[src/rtl/vc_pkg.sv]
// Shared types and defaults for the virtual-channel input stage and arbiter.
package vc_pkg;

    localparam int DEF_DATA_WIDTH = 6;
    localparam int DEF_NUM_VC     = 4;
    localparam int DEF_ADDR_WIDTH = 2;
    localparam int DEF_AF_TH      = 3;
    localparam int DEF_AE_TH      = 1;

    typedef struct packed {
        logic full;
        logic empty;
        logic almost_full;
        logic almost_empty;
        logic pause;
        logic error;
    } vc_status_t;

    // Width of the class field that selects a channel.
    function automatic int vc_w(input int num_vc);
        return $clog2(num_vc);
    endfunction

endpackage

[src/rtl/vc_input_stage_if.sv]
// Upstream/downstream bundle of the VC input stage: push, per-VC pop, read data and flags.
interface vc_input_stage_if #(
    parameter int DATA_WIDTH = 6,
    parameter int NUM_VC     = 4
);

    logic                         wr_enable;
    logic [DATA_WIDTH-1:0]        data_in;
    logic [NUM_VC-1:0]            pop;
    logic [NUM_VC*DATA_WIDTH-1:0] data_out;
    logic [NUM_VC-1:0]            valid_out;
    logic [NUM_VC-1:0]            full;
    logic [NUM_VC-1:0]            empty;
    logic [NUM_VC-1:0]            almost_full;
    logic [NUM_VC-1:0]            almost_empty;
    logic [NUM_VC-1:0]            pause;
    logic [NUM_VC-1:0]            error;

    modport master (
        output wr_enable, data_in, pop,
        input  data_out, valid_out, full, empty, almost_full, almost_empty, pause, error
    );

    modport slave (
        input  wr_enable, data_in, pop,
        output data_out, valid_out, full, empty, almost_full, almost_empty, pause, error
    );

endinterface

[src/rtl/vc_fifo.sv]
// Single-channel synchronous FIFO with registered read port, occupancy flags and sticky error.
module vc_fifo
    import vc_pkg::*;
#(
    parameter int DATA_WIDTH = DEF_DATA_WIDTH,
    parameter int ADDR_WIDTH = DEF_ADDR_WIDTH,
    parameter int AF_TH      = DEF_AF_TH,
    parameter int AE_TH      = DEF_AE_TH
) (
    input  logic                  clk,
    input  logic                  reset,
    input  logic                  push,
    input  logic                  pop,
    input  logic [DATA_WIDTH-1:0] din,
    output logic [DATA_WIDTH-1:0] dout,
    output logic                  valid,
    output vc_status_t            status
);

    localparam int DEPTH = 1 << ADDR_WIDTH;
    localparam logic [ADDR_WIDTH:0] DEPTH_C = (ADDR_WIDTH+1)'(DEPTH);
    localparam logic [ADDR_WIDTH:0] AF_C    = (ADDR_WIDTH+1)'(AF_TH);
    localparam logic [ADDR_WIDTH:0] AE_C    = (ADDR_WIDTH+1)'(AE_TH);

    logic [DATA_WIDTH-1:0] mem [DEPTH];
    logic [ADDR_WIDTH-1:0] wr_ptr;
    logic [ADDR_WIDTH-1:0] rd_ptr;
    logic [ADDR_WIDTH:0]   count;
    logic                  error_q;

    logic is_full;
    logic is_empty;
    logic pop_ok;
    logic push_ok;
    logic fault;

    always_comb begin
        is_full  = (count == DEPTH_C);
        is_empty = (count == '0);
        pop_ok   = pop && !is_empty;
        // A pop in the same cycle frees the slot, so a full FIFO still accepts the push.
        push_ok  = push && (!is_full || pop_ok);
        fault    = (push && is_full && !pop) || (pop && is_empty);
    end

    always_ff @(posedge clk) begin
        if (push_ok) begin
            mem[wr_ptr] <= din;
        end
    end

    always_ff @(posedge clk) begin
        if (!reset) begin
            wr_ptr  <= '0;
            rd_ptr  <= '0;
            count   <= '0;
            dout    <= '0;
            valid   <= 1'b0;
            error_q <= 1'b0;
        end else begin
            valid <= pop_ok;
            if (push_ok) begin
                wr_ptr <= wr_ptr + 1'b1;
            end
            if (pop_ok) begin
                dout   <= mem[rd_ptr];
                rd_ptr <= rd_ptr + 1'b1;
            end
            case ({push_ok, pop_ok})
                2'b10:   count <= count + 1'b1;
                2'b01:   count <= count - 1'b1;
                default: count <= count;
            endcase
            if (fault) begin
                error_q <= 1'b1;
            end
        end
    end

    always_comb begin
        status.full         = is_full;
        status.empty        = is_empty;
        status.almost_full  = (count >= AF_C);
        status.almost_empty = !is_empty && (count <= AE_C);
        status.pause        = (count >= AF_C) || is_full;
        status.error        = error_q;
    end

endmodule

[src/rtl/vc_input_stage.sv]
// Transmit-path head: steers each word by its class field into one of NUM_VC FIFOs.
module vc_input_stage
    import vc_pkg::*;
#(
    parameter int DATA_WIDTH = DEF_DATA_WIDTH,
    parameter int NUM_VC     = DEF_NUM_VC,
    parameter int ADDR_WIDTH = DEF_ADDR_WIDTH,
    parameter int AF_TH      = DEF_AF_TH,
    parameter int AE_TH      = DEF_AE_TH
) (
    input  logic              clk,
    input  logic              reset,
    vc_input_stage_if.slave   bus
);

    localparam int VC_W = vc_w(NUM_VC);

    logic [VC_W-1:0]   vc_sel;
    vc_status_t        st [NUM_VC];

    assign vc_sel = bus.data_in[DATA_WIDTH-1 -: VC_W];

    for (genvar i = 0; i < NUM_VC; i++) begin : g_vc
        localparam logic [VC_W-1:0] IDX = VC_W'(i);
        logic push;

        assign push = bus.wr_enable && (vc_sel == IDX);

        vc_fifo #(
            .DATA_WIDTH (DATA_WIDTH),
            .ADDR_WIDTH (ADDR_WIDTH),
            .AF_TH      (AF_TH),
            .AE_TH      (AE_TH)
        ) u_fifo (
            .clk    (clk),
            .reset  (reset),
            .push   (push),
            .pop    (bus.pop[i]),
            .din    (bus.data_in),
            .dout   (bus.data_out[i*DATA_WIDTH +: DATA_WIDTH]),
            .valid  (bus.valid_out[i]),
            .status (st[i])
        );

        assign bus.full[i]         = st[i].full;
        assign bus.empty[i]        = st[i].empty;
        assign bus.almost_full[i]  = st[i].almost_full;
        assign bus.almost_empty[i] = st[i].almost_empty;
        assign bus.pause[i]        = st[i].pause;
        assign bus.error[i]        = st[i].error;
    end

endmodule

[src/flat_wrapper.sv]
// flat-port wrapper written by rule: the top's interface ports become plain ports
module vc_input_stage_flat import vc_pkg::*;
#(
    parameter int DATA_WIDTH = DEF_DATA_WIDTH,
    parameter int NUM_VC     = DEF_NUM_VC,
    parameter int ADDR_WIDTH = DEF_ADDR_WIDTH,
    parameter int AF_TH      = DEF_AF_TH,
    parameter int AE_TH      = DEF_AE_TH
)
  (clk, reset, bus_wr_enable, bus_data_in, bus_pop, bus_data_out, bus_valid_out, bus_full, bus_empty, bus_almost_full, bus_almost_empty, bus_pause, bus_error);
  vc_input_stage_if #(.DATA_WIDTH(DATA_WIDTH), .NUM_VC(NUM_VC)) bus_i ();
  input  logic clk;
  input  logic reset;
  input wire logic [$bits(bus_i.wr_enable)-1:0] bus_wr_enable;
  input wire logic [$bits(bus_i.data_in)-1:0] bus_data_in;
  input wire logic [$bits(bus_i.pop)-1:0] bus_pop;
  output wire logic [$bits(bus_i.data_out)-1:0] bus_data_out;
  output wire logic [$bits(bus_i.valid_out)-1:0] bus_valid_out;
  output wire logic [$bits(bus_i.full)-1:0] bus_full;
  output wire logic [$bits(bus_i.empty)-1:0] bus_empty;
  output wire logic [$bits(bus_i.almost_full)-1:0] bus_almost_full;
  output wire logic [$bits(bus_i.almost_empty)-1:0] bus_almost_empty;
  output wire logic [$bits(bus_i.pause)-1:0] bus_pause;
  output wire logic [$bits(bus_i.error)-1:0] bus_error;
  assign bus_i.wr_enable = bus_wr_enable;
  assign bus_i.data_in = bus_data_in;
  assign bus_i.pop = bus_pop;
  assign bus_data_out = bus_i.data_out;
  assign bus_valid_out = bus_i.valid_out;
  assign bus_full = bus_i.full;
  assign bus_empty = bus_i.empty;
  assign bus_almost_full = bus_i.almost_full;
  assign bus_almost_empty = bus_i.almost_empty;
  assign bus_pause = bus_i.pause;
  assign bus_error = bus_i.error;
  vc_input_stage #(.DATA_WIDTH(DATA_WIDTH), .NUM_VC(NUM_VC), .ADDR_WIDTH(ADDR_WIDTH), .AF_TH(AF_TH), .AE_TH(AE_TH)) u_core (.clk(clk), .reset(reset), .bus(bus_i));
endmodule
[config.mk]
export PLATFORM = sky130hd
export DESIGN_NAME = vc_input_stage_flat
export DESIGN_NICKNAME = d
export VERILOG_FILES = /design/src/rtl/vc_pkg.sv /design/src/rtl/vc_input_stage_if.sv /design/src/rtl/vc_fifo.sv /design/src/rtl/vc_input_stage.sv /design/src/flat_wrapper.sv
export SDC_FILE = /design/constraint.sdc
export NUM_CORES = 1
export LEC_CHECK = 0
export CAP_MARGIN = 20
export CORE_MARGIN = 10
export CORE_UTILIZATION = 39
export DETAILED_ROUTE_END_ITERATION = 10
export MAX_ROUTING_LAYER = met4
export PLACE_DENSITY = 0.68
export SETUP_SLACK_MARGIN = 0.15
export SLEW_MARGIN = 20
export SYNTH_ARGS = -nofsm -noshare
export SYNTH_HDL_FRONTEND = slang
export SYNTH_SLANG_ARGS = --single-unit
[constraint.sdc]
create_clock -name clk -period 3.5 [get_ports clk]
set_clock_uncertainty 0.15 [all_clocks]
set_input_delay 0.875 -clock clk [delete_from_list [all_inputs] [get_ports clk]]
set_output_delay 0.875 -clock clk [all_outputs]
set_load 0.03 [all_outputs]
== Yosys cells after proc, flatten, opt, wreduce, memory -nomap -nowiden ==
Memories as Yosys holds them, arrays and structs flattened. A register that Yosys moved wholly into a read port is not among the register bits.
Index checks and enable logic that the tools add are counted.

* Equality and inequality tests: 15
* Add/subtract/negate cells: 16
* Mux-type cells: 12
* $lt $le $gt $ge: 8
* Reduce and logical (&&, ||, !) cells: 65

{| class="wikitable"
|+ Operators with widths
! kind !! number
|-
| logical AND 1 bit || 28
|-
| case mux 3 bit (2 select lines) || 4
|-
| adder 2 x 1 -> 2 bit, second input constant || 8
|-
| zero test 1 bit || 16
|-
| adder 3 x 1 -> 3 bit, second input constant || 4
|-
| equality test 2 bit, second input constant || 6
|-
| equality test 3 bit, second input constant || 4
|-
| greater-or-equal comparator 3 x 2 -> 1 bit, second input constant || 4
|-
| less-or-equal comparator 3 x 1 -> 1 bit, second input constant || 4
|-
| zero test 3 bit || 4
|-
| logical OR 1 bit || 12
|-
| subtractor 3 x 1 -> 3 bit, second input constant || 4
|-
| equality test 2 x 1 -> 1 bit, second input constant || 5
|-
| 2-to-1 mux 1 bit || 8
|-
| nonzero test 2 bit || 4
|-
| zero test 2 bit || 1
|}

* Bits in writable memories: 96
* Output and inout bits: 52
* Input bits: 13
* Register bits: 36
* Logic and storage cells: 140
* Memories: 4

{| class="wikitable"
|+ Memories
! memory !! depth !! width !! rd ports !! clocked after Yosys merged registers in !! wr ports !! RTL line !! text
|-
| u_core.g_vc[0].u_fifo.mem || 4 || 6 || 1 || 1 || 1 || vc_fifo.sv:25 || <nowiki>logic [DATA_WIDTH-1:0] mem [DEPTH];</nowiki>
|-
| u_core.g_vc[1].u_fifo.mem || 4 || 6 || 1 || 1 || 1 || vc_fifo.sv:25 ||
|-
| u_core.g_vc[2].u_fifo.mem || 4 || 6 || 1 || 1 || 1 || vc_fifo.sv:25 ||
|-
| u_core.g_vc[3].u_fifo.mem || 4 || 6 || 1 || 1 || 1 || vc_fifo.sv:25 ||
|}

== Logic depth before layout (Yosys ltp) ==
Gate-level depths: netlist of run 1.

* Depth in word-level cells: 7
* Gate-level depth with buffers: 10
* Mapped depth without buffers: 10

== Hierarchy ==
A second synthesis of run 1 with hierarchy kept.

* Cell total of the unflattened synthesis: 530
* Area total of the unflattened synthesis: 6,959.2 µm²

{| class="wikitable"
|+ By module, submodules not included
! module !! area each (µm²) !! instances !! cells an instance !! seq. area each (µm²)
|-
| vc_fifo at u_core.g_vc[2].u_fifo ... || 1,735.4 || 2 || 136 || 1,021.0
|-
| vc_fifo at u_core.g_vc[0].u_fifo ... || 1,725.4 || 2 || 127 || 1,021.0
|-
| vc_input_stage || 37.5 || 1 || 4 || 0.0
|}

== Least setup slack after synthesis of run 1 ==
Ideal clock, no wire load.

* Kind: register to output
* From: register u_core.g_vc[0].u_fifo.count[0]
* To: output port bus_almost_empty[0]
* Arrival time: 1,468 ps
* Stages on the path, launching flop included: 4
* Data required time: 2,475 ps
* Buffers on the path: 0
* Setup slack: 1,007 ps
* Cells stage by stage: dfxtp_1 > inv_1 > ha_1 > nor3_1

* Word-level cells in the longest chain between the ends: 3
* Elaborated cells between the ends (all ways): 4
* Those cells by class: 1 x order compare; 3 x reduce/logical

{| class="wikitable"
|+ Ends and longest elaborated chain
! item !! RTL line !! text
|-
| start, declared || vc_fifo.sv:28 || <nowiki>logic [ADDR_WIDTH:0] count;</nowiki>
|-
| start signal, assigned || vc_fifo.sv:70 || <nowiki>2'b10: count <= count + 1'b1;</nowiki>
|-
| start signal, assigned || vc_fifo.sv:71 || <nowiki>2'b01: count <= count - 1'b1;</nowiki>
|-
| start signal, assigned || vc_fifo.sv:72 || <nowiki>default: count <= count;</nowiki>
|-
| branches (longest 2 deep; another with less-or-equal comparator 3 x 1 -> 1 bit) || - ||
|-
| logical AND 1 bit * || vc_fifo.sv:84 || <nowiki>status.almost_empty = !is_empty && (count <= AE_C);</nowiki>
|-
| end, declared || flat_wrapper.sv:22 || <nowiki>output wire logic [$bits(bus_i.almost_empty)-1:0] bus_almost_empty;</nowiki>
|}

Mark *: on every way between the ends.

== Worst setup path in the final report of run 1 ==
* From: register u_core.g_vc[2].u_fifo.count[1]
* To: output port bus_empty[2]

* Word-level cells in the longest chain between the ends: 1

{| class="wikitable"
|+ Ends and longest elaborated chain
! item !! RTL line !! text
|-
| start, declared || vc_fifo.sv:28 ||
|-
| start signal, assigned || vc_fifo.sv:70 ||
|-
| start signal, assigned || vc_fifo.sv:71 ||
|-
| start signal, assigned || vc_fifo.sv:72 ||
|-
| zero test 3 bit || vc_fifo.sv:39 || <nowiki>is_empty = (count == '0);</nowiki>
|-
| end, declared || flat_wrapper.sv:20 || <nowiki>output wire logic [$bits(bus_i.empty)-1:0] bus_empty;</nowiki>
|}

No other way between the ends.

==> results of run 1 <==
## path summary, 6_finish.rpt
check | from | to | slack (ps) | cells after the start
worst min register to register | u_core.g_vc[3].u_fifo.dout[1] | u_core.g_vc[3].u_fifo.dout[1] | 310 | 2
worst max-delay path | u_core.g_vc[2].u_fifo.count[1] | bus_empty[2] | 320 | 5
worst max register to register | u_core.g_vc[1].u_fifo.count[0] | u_core.g_vc[1].u_fifo.count[2] | 1140 | 9
worst min-delay path | u_core.g_vc[3].u_fifo.dout[1] | u_core.g_vc[3].u_fifo.dout[1] | 310 | 2
## sequential cells by signal (all words and copies together), names as in the netlist
signal / cells
u_core.g_vc.u_fifo.valid: 4
u_core.g_vc.u_fifo.error_q: 4
u_core.g_vc.u_fifo.wr_ptr: 8
u_core.g_vc.u_fifo.rd_ptr: 8
u_core.g_vc.u_fifo.dout: 24
u_core.g_vc.u_fifo.mem: 96
u_core.g_vc.u_fifo.count: 12
## logic make-up (layout without fill, tap and decap cells)
group	Yosys count	count (layout)	synth area share [%]
AO/OA/AOI/OAI	72	72	6.77
XOR/XNOR	14	14	1.80
adder cells (fa/ha/maj)	35	35	6.44
buffers and inverters	69	138	4.87
flip-flops	156	156	60.0
multiplexers	34	34	9.51
AND/OR/NAND/NOR	149	149	10.6
## stage by stage
step	area (um2)	total power [uW]	hold slack (ps)	setup slack, ps	util (%)
floorplan	6810	4130	288	1010	-
global placement	7600	4780	295	517	44.3
detailed placement	7600	4840	299	496	44.3
CTS	8210	6700	307	202	47.8
global route	8220	7020	335	160	47.8
finish	8220	6650	307	315	47.8
## area by class of cell
| class | count | area share (%) |
|---|---|---|
| Clock buffer | 21 | 5.73 |
| Clock inverter | 11 | 1.66 |
| Inverter | 35 | 1.60 |
| Multi-Input combinational cell | 304 | 29.1 |
| Sequential cell | 156 | 49.7 |
| Tap cell | 225 | 3.43 |
| Timing Repair Buffer | 71 | 8.74 |
## cells in the final DEF (no fill, tap or decap), types with 2 or more instances in the layout
cell type,netlist,layout
edfxtp_1,96,96
clkdlybuf4s50_1,0,64
dfxtp_1,60,60
nand2_1,58,58
a21oi_1,37,37
nor2_1,33,33
ha_1,35,33
inv_1,31,30
mux4_2,24,24
and2_1,22,22
clkbuf_16,0,17
o21ai_0,13,13
nand2b_1,12,12
mux2i_1,8,8
nand3_1,8,8
xnor2_1,8,8
xor2_1,6,6
clkinv_4,0,6
nor3_1,5,5
buf_4,17,5
inv_2,4,4
o22ai_1,3,3
a21o_1,3,3
clkbuf_8,0,3
a31oi_2,2,2
nand3_2,2,2
a31oi_4,2,2
o32a_1,2,2
a311o_1,2,2
ha_2,0,2
clkinvlp_4,0,2
bufinv_16,0,2
buf_12,0,2
## power by group through the flow
| stage | registers, uW | clock network (uW) | logic [uW] |
|---|---|---|---|
| after floorplan | 2440 | 0 | 1690 |
| after global placement | 2430 | 0 | 2350 |
| after detailed placement | 2440 | 0 | 2400 |
| after CTS | 2410 | 1880 | 2410 |
| after global routing | 2450 | 1960 | 2620 |
| final | 2400 | 1850 | 2400 |
## tightest hold or removal path, cell delays in order, from the launching register on
cell	delay (ps)
dfxtp_1	310
nand2_1	50
a21oi_1	50
## per-layer routing
| layer | share of wire, % | vias up | GRT usage, % |
|---|---|---|---|
| li1 | - | 1968 | - |
| met1 | 45 | 2020 | 14.9 |
| met2 | 49 | 84 | 19.8 |
| met3 | 4.4 | 15 | 3.16 |
| met4 | 1.4 | 0 | 5.04 |
| met5 | 0 | - | - |
## what timing repair did
item	CTS	global route
endpoints found under the setup margin	0	3
setup buffers	0	0
gates resized for setup	0	2
==> impl_metrics.env, run 1 <==
export IMPL_synth_area_leaders="edfxtp_1 (42%), dfxtp_1 (18%), mux4_2 (7.9%), ha_1 (6.4%), nand2_1 (3.2%)"
export IMPL_antenna_cells=0
export IMPL_synth_top_area_share_pct=42.4
export IMPL_yosysTopAreaCell="edfxtp_1"
export IMPL_post_route_min_period_ps=3180
export IMPL_drt_iter0_markers=236
export IMPL_grt_first_pass_wirelength_mm=22.6
export IMPL_path_class="flop to output port"
export IMPL_critPathBufInv=3
export IMPL_hold_viol=0
export IMPL_n_fill_cell=1516
export IMPL_yosysWarnings=0
export IMPL_tns_ps=0
export IMPL_critical_path_max_fanout=7
export IMPL_start_util_pct=39.6
export IMPL_status="complete, no violations"
export IMPL_port_buffers=64
export IMPL_intPower_uw=4280
export IMPL_switchingPower_uw=2360
export IMPL_power_leakage_uw=0.00288
export IMPL_cap_violations=0
export IMPL_grt_ovfl_total=0
export IMPL_hold_class="flop to flop"
export IMPL_power_density_mw_per_mm2=809
export IMPL_crit_required_ps=2470
export IMPL_drt_pass1_iterations=4
export IMPL_max_stage_delay_ps=680
export IMPL_htreeDepth=4
export IMPL_worstPathArrival_ps=2160
export IMPL_slowest_stage="clkdlybuf4s50_1"
export IMPL_insertion_delay_ps=430
export IMPL_maxSlewViolCount=0
export IMPL_place_gp_congestion=0.797
export IMPL_fin_crit_sh_pct=91.0
export IMPL_cts_buffer_depth=2
export IMPL_synth_area_mm2=0.00681
export IMPL_comb_power_share_pct=36.1
export IMPL_path_cells="inv_1 > ha_1 > nand2b_1 > inv_2 > clkdlybuf4s50_1"
export IMPL_dp_cells=791
export IMPL_synth_most_common_cell="edfxtp_1"
export IMPL_syn_avg_cell_area_um2=12.9
export IMPL_ff_latch_area_mm2=0.00408
export IMPL_floorplan_rows=48
export IMPL_vias=4087
export IMPL_grt_usage_pct=12.5
export IMPL_switching_share_pct=35.6
export IMPL_crit_family="buffers and inverters"
export IMPL_cts_hold_buf=0
export IMPL_multiInputGateArea_mm2=0.00239
export IMPL_die_area_mm2=0.0231
export IMPL_syn_nets=577
export IMPL_yosysUniqueCellTypes=47
export IMPL_tritoncts="yes"
export IMPL_clock_power_share_pct=27.8
export IMPL_ys_async_sr_fraction_pct=0
export IMPL_synth_flop_cell="edfxtp_1"
export IMPL_clkTransAtPathRegs_ps=60
export IMPL_antenna_found_initial=0
export IMPL_start_kind="flop"
export IMPL_clock_sinks=156
export IMPL_ys_top_cells_by_count="edfxtp_1 (96), dfxtp_1 (60), nand2_1 (58), a21oi_1 (37), ha_1 (35)"
export IMPL_crit_path_end_kind="output port"
export IMPL_pin_count=65
export IMPL_dieHeight_um=152
export IMPL_vias_per_cell=4.97
export IMPL_wire_per_inst_um=16.9
export IMPL_finalNetCount=633
export IMPL_netlist_instances=529
export IMPL_pwr_share_seq_pct=36.1
export IMPL_setup_viol=0
export IMPL_rsz0062_at_grt="no"
export IMPL_antenna_left=0
export IMPL_grt_max_degree=26
export IMPL_wirelength_mm=13.9
export IMPL_die_x_um=152
export IMPL_first_global_vias=4183
export IMPL_drc=0
export IMPL_cts_buffers=17
export IMPL_hpwl_mm=9.78
export IMPL_cts_root_buf="clkbuf_16"
export IMPL_slew_headroom_pct=54.0
export IMPL_drive_gt1_share_pct=13.4
export IMPL_peakVddDrop_mv=0.477
export IMPL_area_growth_synth_to_final_pct=20.7
export IMPL_core_mm2=0.0172
export IMPL_worst_pin_slew_ps=688
export IMPL_final_cells=823
export IMPL_ys_ff_latch=156
export IMPL_synth_edf_count=96
export IMPL_timing_fmax_ghz=0.314
export IMPL_yosysSeqAreaShare_pct=60.0
No activity file was read; power rests on OpenSTA's default activity.
==> run 2, diff against run 1 <==
Settings changed: CORE_UTILIZATION 39 to 45, PLACE_DENSITY 0.68 to 0.78.
Clock period 3.5 ns to 2.9 ns, I/O delays scaled along.
==> run 2 against run 1 <==
Combinational power up 23%. Via count up 2.7%. Clock-buffer cell count unchanged. Critical path depth down 1. Sequential power up 20%. Total power up 20%. Critical endpoint is now bus_full[2].
==> impl_metrics.env, run 2 (synthesis gave the netlist of run 1 again) <==
export IMPL_cp_startpoint="u_core.g_vc[2].u_fifo.count[0]"
export IMPL_cts_hold_buf=0
export IMPL_hold_path_startpoint="u_core.g_vc[3].u_fifo.dout[2]"
export IMPL_worstReg2RegStart="u_core.g_vc[1].u_fifo.count[1]"
export IMPL_path_cells="inv_1 > ha_4 > and2_1 > clkdlybuf4s15_2"
export IMPL_hold_class="flop to flop"
export IMPL_clkTransAtPathRegs_ps=60
export IMPL_clock_sinks=156
export IMPL_layout_common_cells="edfxtp_1 (96), nand2_1 (58), dfxtp_1 (58), clkdlybuf4s50_1 (44), a21oi_1 (37)"
export IMPL_floorplan_rows=44
export IMPL_drt_iter0_markers=292
export IMPL_drt_pass1_iterations=5
export IMPL_cts_buffers=17
export IMPL_power_density_mw_per_mm2=978
export IMPL_largest_reg_flops=96
export IMPL_start_util_pct=46.3
export IMPL_n_fill_cell=1125
export IMPL_vias=4199
export IMPL_tritoncts="yes"
export IMPL_grt_first_pass_wirelength_mm=22.5
export IMPL_worstPathArrival_ps=1750
export IMPL_hpwl_mm=10.1
export IMPL_drive_gt1_share_pct=15.5
export IMPL_maxSlewViolCount=0
export IMPL_power_leakage_uw=0.00298
export IMPL_worst_pin_slew_ps=763
export IMPL_vias_per_cell=5.30
export IMPL_status="complete, no violations"
export IMPL_wire_per_inst_um=17.9
export IMPL_top_regs="u_core.g_vc.u_fifo.mem: 96 flops, u_core.g_vc.u_fifo.dout: 24 flops, u_core.g_vc.u_fifo.count: 12 flops"
export IMPL_place_gp_congestion=0.793
export IMPL_crit_path_end_kind="output port"
export IMPL_antenna_found_initial=0
export IMPL_rsz0062_at_grt="no"
export IMPL_htreeDepth=4
export IMPL_post_route_min_period_ps=2630
export IMPL_worst_slack_ps=273
export IMPL_critPathBufInv=2
export IMPL_antenna_cells=0
export IMPL_pin_count=65
export IMPL_start_kind="flop"
export IMPL_area_growth_synth_to_final_pct=20.4
export IMPL_post_cts_buffers=0
export IMPL_cts_root_buf="clkbuf_16"
export IMPL_antenna_left=0
export IMPL_cts_resized=25
export IMPL_cap_violations=0
export IMPL_core_mm2=0.0147
export IMPL_wirelength_mm=14.2
export IMPL_max_stage_delay_ps=350
export IMPL_slew_headroom_pct=49.0
export IMPL_ff_latch_area_mm2=0.00409
export IMPL_grt_ovfl_total=0
export IMPL_crit_family="buffers and inverters"
export IMPL_setup_viol=0
export IMPL_timing_fmax_ghz=0.381
export IMPL_slowest_stage="dfxtp_1"
export IMPL_path_class="flop to output port"
export IMPL_die_x_um=143
export IMPL_grt_max_degree=36
export IMPL_tns_ps=0
export IMPL_drc=0
export IMPL_port_buffers=64
export IMPL_final_common_cell="edfxtp_1"
export IMPL_dieHeight_um=143
export IMPL_cts_buffer_depth=2
export IMPL_first_global_vias=4324
export IMPL_regMostFlops="u_core.g_vc.u_fifo.mem"
export IMPL_grt_usage_pct=14.8
export IMPL_peakVddDrop_mv=0.560
export IMPL_multiInputGateArea_mm2=0.00240
export IMPL_crit_required_ps=2030
export IMPL_finalNetCount=644
export IMPL_critical_path_max_fanout=6
export IMPL_hold_viol=0
export IMPL_die_area_mm2=0.0204
export IMPL_insertion_delay_ps=420
export IMPL_fin_crit_sh_pct=90.6
export IMPL_dp_slack_ps=2.26
[run 2: changes by cell type in the layout (fill, tap and decap cells not counted), sizes merged]
cell / change
buf: +11
clkbuf: +4
clkdlybuf4s15: +3
clkdlybuf4s50: -20
clkinv: -1
dlygate4sd2: +13
[run 2: area by class of cell]
type	instances	share of cell area, %
multi-input combinational	304	29.3
sequential	156	49.9
tap	184	2.81
clock buffer	21	5.76
timing repair buffer	82	9.21
inverter	35	1.60
clock inverter	10	1.39
[run 2: per-stage QoR]
step | cell area, um2 | hold slack, ps | util (%) | instances | power (uW)
floorplan | 6810 | 288 | - | 529 | 4990
global placement | 7620 | 296 | 51.9 | 761 | 5880
detailed placement | 7620 | 303 | 51.9 | 761 | 5980
CTS | 8190 | 314 | 55.7 | 792 | 8060
global route | 8190 | 325 | 55.7 | 792 | 8420
finish | 8190 | 310 | 55.7 | 792 | 8010
[run 2: path summary, 6_finish.rpt]
kind                                    end  slack, ps  depth (start not counted)
max                             bus_full[2]        270                          4
min           u_core.g_vc[3].u_fifo.dout[2]        310                          2
max reg2reg  u_core.g_vc[1].u_fifo.count[2]        770                          9
min reg2reg   u_core.g_vc[3].u_fifo.dout[2]        310                          2
[run 2: metal layers]
metal,up-vias,GRT usage [%],wire [um]
met5,-,-,0
met2,89,24.1,7000
met3,25,3.58,601
li1,1994,-,-
met4,0,6.19,307
met1,2091,17.2,6290
[run 2: where the power goes]
part / switching, uW / internal (uW) / total, uW
sequential: 270 / 2610 / 2880
combinational: 1770 / 1170 / 2940
clock: 856 / 1330 / 2190
[run 2: worst min-delay path: stages, from the launching register on]
cell and delay, ps:
dfxtp_1 310, nand2_1 50, a21oi_1 50
